===== src/rtl/seg_scan_decoder.sv =====
// rtl/seg_scan_decoder.sv - receive-side decoder for the multiplexed 7-segment scan bus
//
// Samples the ledsel/led scan bus, filters scan glitches, decodes each
// segment pattern back to a BCD nibble and assembles complete 8-digit frames.
//
// Ports:
//   CP        system clock, rising edge
//   rst       asynchronous active-low reset
//   EN        decoder enable (filter and frame assembly freeze while low)
//   ledsel    digit select, active-low one-hot, bit0 = rightmost digit
//   led       segments a..g, active-high, led[0] = a
//   digits    last complete frame, nibble i = digit position i
//   frame_vld one-cycle pulse when digits updates
//   seg_err   sticky: an accepted pattern was not a legal glyph
//   sel_err   sticky: an accepted ledsel was not one-hot-low
//   stale     no frame completed for TIMEOUT_CYC cycles
//   changed   (CHANGE_DET_EN only) new frame differs from the previous one
//
// Optional feature macro: CHANGE_DET_EN adds the changed output.

module seg_scan_decoder #(
    parameter int STABLE_CYC  = 4,
    parameter int TIMEOUT_CYC = 4096
) (
    input  logic        CP,
    input  logic        rst,
    input  logic        EN,
    input  logic [7:0]  ledsel,
    input  logic [6:0]  led,
    output logic [31:0] digits,
    output logic        frame_vld,
    output logic        seg_err,
    output logic        sel_err,
`ifdef CHANGE_DET_EN
    output logic        changed,
`endif
    output logic        stale
);

    typedef enum logic [1:0] {HUNT, COLLECT, DONE} state_t;

    localparam logic [7:0]  STB_LAST = 8'(STABLE_CYC - 1);
    localparam logic [15:0] TO_LIM   = 16'(TIMEOUT_CYC);
    // Idle bus value: nothing selected, all segments dark.
    localparam logic [14:0] IDLE_SMP = {8'hFF, 7'h00};

    // Two-stage synchroniser plus one history stage for the stability compare.
    logic [14:0] smp1, smp2, smp3;
    logic        en1, en2, en3;

    logic [7:0]  cnt;
    logic        fired;
    logic        accept;

    logic [7:0]  acc_sel;
    logic [6:0]  acc_led;
    logic [7:0]  acc_bit;
    logic [2:0]  acc_pos;
    logic        sel_ok;
    logic        take;
    logic [3:0]  nib;
    logic        glyph_bad;

    state_t      state;
    logic [7:0]  mask;
    logic [31:0] shadow;
    logic [15:0] tcnt;
`ifdef CHANGE_DET_EN
    logic        have_frame;
`endif

    // Synchroniser and glitch filter. fired blocks a second accept of the
    // same stable value; it starts set so an idle bus after reset is ignored.
    always_ff @(posedge CP or negedge rst) begin
        if (!rst) begin
            smp1  <= IDLE_SMP;
            smp2  <= IDLE_SMP;
            smp3  <= IDLE_SMP;
            en1   <= 1'b1;
            en2   <= 1'b1;
            en3   <= 1'b1;
            cnt   <= 8'd0;
            fired <= 1'b1;
        end else begin
            smp1 <= {ledsel, led};
            smp2 <= smp1;
            smp3 <= smp2;
            en1  <= EN;
            en2  <= en1;
            en3  <= en2;
            if (en2 && !en3) begin
                // Re-enable: restart so the value now on the bus is re-judged.
                cnt   <= 8'd0;
                fired <= 1'b0;
            end else if (en2) begin
                if (smp2 != smp3) begin
                    cnt   <= 8'd0;
                    fired <= 1'b0;
                end else begin
                    if (cnt != 8'hFF) begin
                        cnt <= cnt + 8'd1;
                    end
                    if (accept) begin
                        fired <= 1'b1;
                    end
                end
            end
        end
    end

    // The accepted value is the one held in smp3 (the value that was stable).
    assign accept  = en2 && en3 && !fired && (cnt == STB_LAST);
    assign acc_sel = smp3[14:7];
    assign acc_led = smp3[6:0];
    assign acc_bit = ~acc_sel;
    assign sel_ok  = (acc_bit != 8'h00) && ((acc_bit & (acc_bit - 8'd1)) == 8'h00);
    assign take    = accept && sel_ok;

    always_comb begin
        acc_pos = 3'd0;
        for (int i = 0; i < 8; i++) begin
            if (acc_bit[i]) begin
                acc_pos = 3'(i);
            end
        end
    end

    always_comb begin
        glyph_bad = 1'b0;
        case (acc_led)
            7'h3F:   nib = 4'h0;
            7'h06:   nib = 4'h1;
            7'h5B:   nib = 4'h2;
            7'h4F:   nib = 4'h3;
            7'h66:   nib = 4'h4;
            7'h6D:   nib = 4'h5;
            7'h7D:   nib = 4'h6;
            7'h07:   nib = 4'h7;
            7'h7F:   nib = 4'h8;
            7'h6F:   nib = 4'h9;
            7'h00:   nib = 4'hE;
            default: begin
                nib       = 4'hF;
                glyph_bad = 1'b1;
            end
        endcase
    end

    // Frame assembly. The mask-full check happens the cycle after the last
    // write, and the frame_vld register makes it visible one cycle later.
    always_ff @(posedge CP or negedge rst) begin
        if (!rst) begin
            state     <= HUNT;
            mask      <= 8'h00;
            shadow    <= 32'h0;
            digits    <= 32'h0;
            frame_vld <= 1'b0;
            seg_err   <= 1'b0;
            sel_err   <= 1'b0;
`ifdef CHANGE_DET_EN
            changed    <= 1'b0;
            have_frame <= 1'b0;
`endif
        end else begin
            frame_vld <= 1'b0;
`ifdef CHANGE_DET_EN
            changed <= 1'b0;
`endif
            if (accept && glyph_bad) begin
                seg_err <= 1'b1;
            end
            if (accept && !sel_ok) begin
                sel_err <= 1'b1;
            end
            case (state)
                HUNT: begin
                    if (take && (acc_sel == 8'hFE)) begin
                        shadow[3:0] <= nib;
                        mask        <= 8'h01;
                        state       <= COLLECT;
                    end
                end
                COLLECT: begin
                    if (mask == 8'hFF) begin
                        digits    <= shadow;
                        frame_vld <= 1'b1;
`ifdef CHANGE_DET_EN
                        changed    <= have_frame && (shadow != digits);
                        have_frame <= 1'b1;
`endif
                        state     <= DONE;
                    end else if (take) begin
                        shadow[{acc_pos, 2'b00} +: 4] <= nib;
                        mask                          <= mask | acc_bit;
                    end
                end
                DONE: begin
                    // An accept landing here already belongs to the next frame.
                    if (take) begin
                        shadow[{acc_pos, 2'b00} +: 4] <= nib;
                        mask                          <= acc_bit;
                    end else begin
                        mask <= 8'h00;
                    end
                    state <= COLLECT;
                end
                default: state <= HUNT;
            endcase
        end
    end

    // Frame watchdog; keeps running while EN is low.
    always_ff @(posedge CP or negedge rst) begin
        if (!rst) begin
            tcnt <= 16'd0;
        end else if (frame_vld) begin
            tcnt <= 16'd0;
        end else if (tcnt != 16'hFFFF) begin
            tcnt <= tcnt + 16'd1;
        end
    end

    assign stale = (tcnt >= TO_LIM);

endmodule


===== config.mk =====
export PLATFORM = sky130hd
export DESIGN_NAME = seg_scan_decoder
export DESIGN_NICKNAME = d
export VERILOG_FILES = /design/src/rtl/seg_scan_decoder.sv
export SDC_FILE = /design/constraint.sdc
export NUM_CORES = 1
export LEC_CHECK = 0
export BUFFER_PORTS_ARGS = -buffer_cell sky130_fd_sc_hd__buf_2
export CORE_ASPECT_RATIO = 0.6
export CORE_MARGIN = 1.5
export CORE_UTILIZATION = 54
export DETAILED_ROUTE_END_ITERATION = 8
export PLACE_DENSITY = 0.76
export SKIP_CTS_REPAIR_TIMING = 1
export SYNTH_ARGS = -nofsm -noshare
export SYNTH_HDL_FRONTEND = slang
export SYNTH_SLANG_ARGS = --single-unit

===== constraint.sdc =====
create_clock -name CP -period 2.6 [get_ports CP]
set_input_delay 0.13 -clock CP [delete_from_list [all_inputs] [get_ports CP]]
set_output_delay 0.13 -clock CP [all_outputs]
set_load 0.05 [all_outputs]

==> results_dict.tcl, run 1 <==
set metrics [dict create \
    die_area_mm2 0.0127 \
    n_antenna_cell 0 \
    sw_frac_of_total_pct 21.7 \
    vias 4466 \
    ys_ff_latch 150 \
    yosysSeqAreaShare_pct 58.3 \
    drt_wl_total_mm 13.4 \
    p_leak_nw 3.76 \
    cts_made_buffers 17 \
    yosysWarnings 0 \
    cp.arrival_ps 2850 \
    dp.cells 732 \
    ant_nets 0 \
    status "completed" \
    worst-path-buf-inv 1 \
    cts_tree "done" \
    crit_chain "buf_4, nand2_1, a31oi_1, ha_1, ha_1, nor2_2, a41oi_2, nand4bb_4, mux2_1" \
    cts_max_path_buffers 2 \
    max_slew_margin_pct 46.8 \
    dpl_cell_area_mm2 0.00708 \
    hpwl_mm 8.98 \
    track_usage_pct 22.5 \
    drive_above_1_share_pct 27.4 \
    grt_pass1_wl_mm 21.7 \
    cts_sinks 150 \
    row_count 30 \
    cp-start-kind "register" \
    die_h_um 88.0 \
    layout_worst_path_cycle_share_pct 98.1 \
    cp_slowest_cell "dfstp_2" \
    tightestPinTransition_ps 793 \
    most-common-layout-cells "dfrtp_1 (122), buf_2 (52), mux2_1 (47)" \
    gp_congestion 0.856 \
    antenna_found_initial 0 \
    io_pins 54 \
    fin_nets 637 \
    async_flop_share_pct 100 \
    cpLargestDelayFamily "simple AND/OR/NAND/NOR gates" \
    end_kind "register" \
    port_buffers 53 \
    p_clk_share_pct 48.4 \
    fp.coreArea_mm2 0.0115 \
    drtIter0Drc 302 \
    rsz0062_at_grt "yes" \
    drt_pass1_iterations 5 \
    clk_pin_slew_worst_paths_ps 60 \
    routedWlPerCell_um 17.2 \
    dieWidth_um 145 \
    design_area_mm2 0.00789 \
    synth_cell_type_count 73 \
    power_density_mw_per_mm2 648 \
    vdd_drop_max_mv 0.428 \
    cts_max_level 4 \
    fin_skew_ps 6.05 \
    syn_avg_cell_area_um2 12.5 \
    p_int_mw 4.00 \
    hold_path.class "in2async" \
    sequentialPowerShare_pct 47.6 \
    clockRootBuffer "clkbuf_16" \
    cpMostUsedCell "ha_1" \
    yosysTopAreaCellShare_pct 47.0 \
    ys.flop_type "dfrtp_1" \
    switchingPower_mw 1.11 \
    synth.cell_area_mm2 0.00650 \
    insertion_delay_ps 420 \
    crit_required_ps 2900 \
    crit_type "reg2reg" \
    final_cells 781 \
    initial_utilization_pct 56.4 \
    area_delta_synth_final_pct 21.5 \
    synthCells 520 \
    synth_area_leaders "dfrtp_1 (47%), dfstp_2 (11%), mux2_1 (8.3%)" \
    slew_viol_final 0 \
    hold_ws_ps 173 \
    report.final.hold_viol_count 0 \
    synth_area_leader_cell "dfrtp_1" \
    via_per_inst 5.72 \
    grt_pass1_vias 4351 \
    final_common_cell "dfrtp_1" \
    grt_overflow 0 \
    setup_violations 0 \
    tns_ps 0 \
    synthesis.nets 548 \
    max_stage_delay_ps 530 \
    synth-edff-count 0 \
    fmax_mhz 392 \
    cap_violations 0 \
    crit_fanout 8 \
    drc 0 \
    combPwrFrac_pct 4.0 \
    grt_max_degree 79 \
    fin_crit_ps 2550 \
    final_core_util_pct 68.5 \
]
worst paths after layout:
path	from	to	cells past startpoint	slack, ps
worst max-delay path	smp3[9]	shadow[0]	9	50
worst min-delay path	rst	mask[3]	2	170
worst max register to register	smp3[9]	shadow[0]	9	50
worst min register to register	smp1[3]	smp2[3]	0	350
max in group asynchronous	rst	shadow[13]	3	1660
min in group CP	smp1[3]	smp2[3]	0	350
cell usage after synthesis (6+ instances only):
cell type,instances
nor3_1,8
nand3_1,15
or3_1,9
clkbuf_1,9
dfstp_2,28
dfrtp_1,122
xor2_1,6
mux2_2,12
inv_1,20
mux2_1,48
buf_2,12
nand2_1,19
xnor2_1,21
o21ai_0,13
a21oi_1,14
o22ai_1,7
ha_1,10
nor2_1,28
nand4_1,13
per-layer routing:
layer | track usage, % | vias to the layer above | wire length (um)
met5 | 0 | - | 0
met4 | 8.26 | 0 | 150
met3 | 5.52 | 20 | 623
met2 | 33.4 | 130 | 6090
met1 | 32.5 | 2240 | 6560
li1 | - | 2076 | -
power groups by stage:
stage / Sequential, mW / Clock, mW / Combinational, mW
final: 2.43 / 2.48 / 0.205
after global routing: 2.43 / 2.62 / 0.229
after CTS: 2.43 / 2.51 / 0.185
after detailed placement: 2.47 / 0 / 0.183
after global placement: 2.47 / 0 / 0.178
after floorplan: 2.44 / 0 / 0.108
cell families (layout without fill, tap and decap cells):
group                    Yosys count  after routing  synth area share, %
flip-flops                       150            150                 58.3
AND/OR/NAND/NOR                  135            135                 11.8
AO/OA/AOI/OAI                     92             92                 10.9
multiplexers                      60             60                 10.4
buffers and inverters             45            146                 2.89
XOR/XNOR                          27             27                 3.64
adder cells (fa/ha/maj)           11             11                 2.08
worst register-to-register path, cell delays in order, from the launching register on:
cell and delay, ps:
dfstp_2 530, buf_4 150, nand2_1 80, a31oi_1 200, ha_1 180, ha_1 280, nor2_2 180, a41oi_2 210
nand4bb_4 280, mux2_1 350
stage by stage:
stage               total power, mW  setup slack (ps)
CTS                            5.13             -20.0
floorplan                      2.55              15.6
global route                   5.28             -23.9
detailed placement             2.65              70.8
finish                         5.11              50.7
global placement               2.65               165
flip-flops by register name (all words and copies together), names as in the netlist:
register / count
smp2: 15
en3: 1
smp3: 15
sel_err: 1
cnt: 8
state: 2
seg_err: 1
frame_vld: 1
mask: 8
tcnt: 16
en1: 1
shadow: 32
en2: 1
fired: 1
digits: 32
smp1: 15
layout make-up:
cell class / count / area, um2
Sequential cell: 150 / 3790
Fill cell: 808 / 3630
Multi-Input combinational cell: 325 / 2580
Timing Repair Buffer: 92 / 644
Clock buffer: 19 / 443
Tap cell: 160 / 200
Clock inverter: 12 / 154
Inverter: 23 / 86.3
No activity file was read; power rests on OpenSTA's default activity.
==> run 2: changes to the inputs <==
Settings changed: SETUP_SLACK_MARGIN set to 0.2.
==> run 2 against run 1 <==
Final cell count increased by 0.38%. Non-clock buffer count is 2 higher. Setup slack improved by 70 ps. Clock power fell by 2%. First-iteration DRC count increased by 1.3%. Sequential power about the same. Sequential share of layout area fell by 0.96 points. Final area up 2.0%.
==> results_dict.tcl, run 2 (synthesized netlist as in run 1, its figures left out) <==
set metrics [dict create \
    crit_type "reg2reg" \
    slew_viol_final 0 \
    area_delta_synth_final_pct 24.0 \
    fin_nets 639 \
    drt_pass1_iterations 5 \
    grt_pass1_wl_mm 22.6 \
    drtIter0Drc 306 \
    die_h_um 88.0 \
    dpl_cell_area_mm2 0.00705 \
    end_kind "register" \
    hold_path.class "in2async" \
    cts_max_path_buffers 2 \
    vdd_drop_max_mv 0.444 \
    fin_crit_ps 2480 \
    cp.arrival_ps 2780 \
    fmax_mhz 403 \
    ant_nets 0 \
    routedWlPerCell_um 18.5 \
    crit_fanout 8 \
    track_usage_pct 23.5 \
    power_mw 5.09 \
    io_pins 54 \
    p_leak_nw 3.81 \
    hold_ws_ps 275 \
    cts_made_buffers 17 \
    clockRootBuffer "clkbuf_16" \
    cap_violations 0 \
    cts_max_level 4 \
    die_area_mm2 0.0127 \
    final_core_util_pct 69.9 \
    cp-start-kind "register" \
    max_slew_margin_pct 47.7 \
    n_antenna_cell 0 \
    power_density_mw_per_mm2 632 \
    vias 4588 \
    grt_max_degree 74 \
    drc 0 \
    biggestRegsByFlops "digits x32, shadow x32, tcnt x16" \
    ff2ff_setup_slack_ps 120 \
    insertion_delay_ps 430 \
    dieWidth_um 145 \
    final_common_cell "dfrtp_1" \
    row_count 30 \
    report.final.hold_viol_count 0 \
    gp_congestion 0.876 \
    fin_skew_ps 13.7 \
    tightestPinTransition_ps 777 \
    most-common-layout-cells "dfrtp_1 (122), buf_2 (52), mux2_1 (47)" \
    hpwl_mm 9.46 \
    design_area_mm2 0.00805 \
    antenna_found_initial 0 \
    tns_ps 0 \
    via_per_inst 5.85 \
    drt_wl_total_mm 14.5 \
    fp.coreArea_mm2 0.0115 \
    cts_sinks 150 \
    grt_pass1_vias 4384 \
    drive_above_1_share_pct 30.4 \
    grt_overflow 0 \
    crit_required_ps 2900 \
    cts_tree "done" \
    rsz0062_at_grt "yes" \
    port_buffers 53 \
    initial_utilization_pct 56.4 \
    clk_pin_slew_worst_paths_ps 70 \
    layout_worst_path_cycle_share_pct 95.3 \
    status "completed" \
    setup_violations 0 \
    fill_cells 782 \
]
==> run 2: cell types whose count changed in the layout (fill, tap and decap cells not counted), sizes merged <==
cell,before,now
buf,75,77
bufinv,3,1
clkbuf,19,17
clkinv,5,3
clkinvlp,3,0
inv,24,34
==> run 2: critical path, stage by stage, from the launching register on <==
cell	delay [ps]
dfstp_2	630
nand2_1	140
a31oi_2	280
ha_4	170
ha_4	210
inv_2	90
o211ai_1	200
nor3_2	170
buf_4	160
mux2_4	290
==> run 2: worst paths after layout <==
check | cells past startpoint | start | end
min in group CP | 2 | ledsel[4] | smp1[11]
worst max register to register | 9 | smp3[10] | shadow[28]
max in group asynchronous | 3 | rst | smp1[11]
worst min register to register | 0 | smp1[6] | smp2[6]
worst min-delay path | 2 | rst | tcnt[3]
worst max-delay path | 9 | smp3[10] | shadow[28]
==> run 2: metal layers <==
layer  wire (um)  vias up  global-route usage [%]  part of all wire, %
met5           0        -                       0                    0
met4         204        0                    7.62                  1.4
li1            -     2090                       -                    -
met1        6710     2319                    33.7                   46
met3         830       24                    6.62                  5.7
met2        6760      155                    34.8                   47
==> run 2: through the flow <==
stage | instances | setup WS (ps)
after global routing | 784 | 48.9
after detailed placement | 724 | 58.5
after global placement | 724 | 139
after CTS | 756 | 33.3
after floorplan | 520 | 207
final | 784 | 121
==> run 2: power by group <==
| group | internal [mW] | total, mW | leakage, nW | switching, mW |
|---|---|---|---|---|
| clock network | 1.36 | 2.43 | 0.293 | 1.07 |
| registers | 2.39 | 2.44 | 1.94 | 0.0472 |
| logic | 0.0917 | 0.223 | 1.58 | 0.131 |
==> run 2: final cells by class <==
class | count | area (um2) | share of cell area, %
sequential | 150 | 3790 | 47.0
multi-input combinational | 325 | 2740 | 34.1
tap | 160 | 200 | 2.49
clock inverter | 15 | 156 | 1.94
timing repair buffer | 94 | 654 | 8.12
clock buffer | 17 | 425 | 5.28
inverter | 23 | 86.3 | 1.07
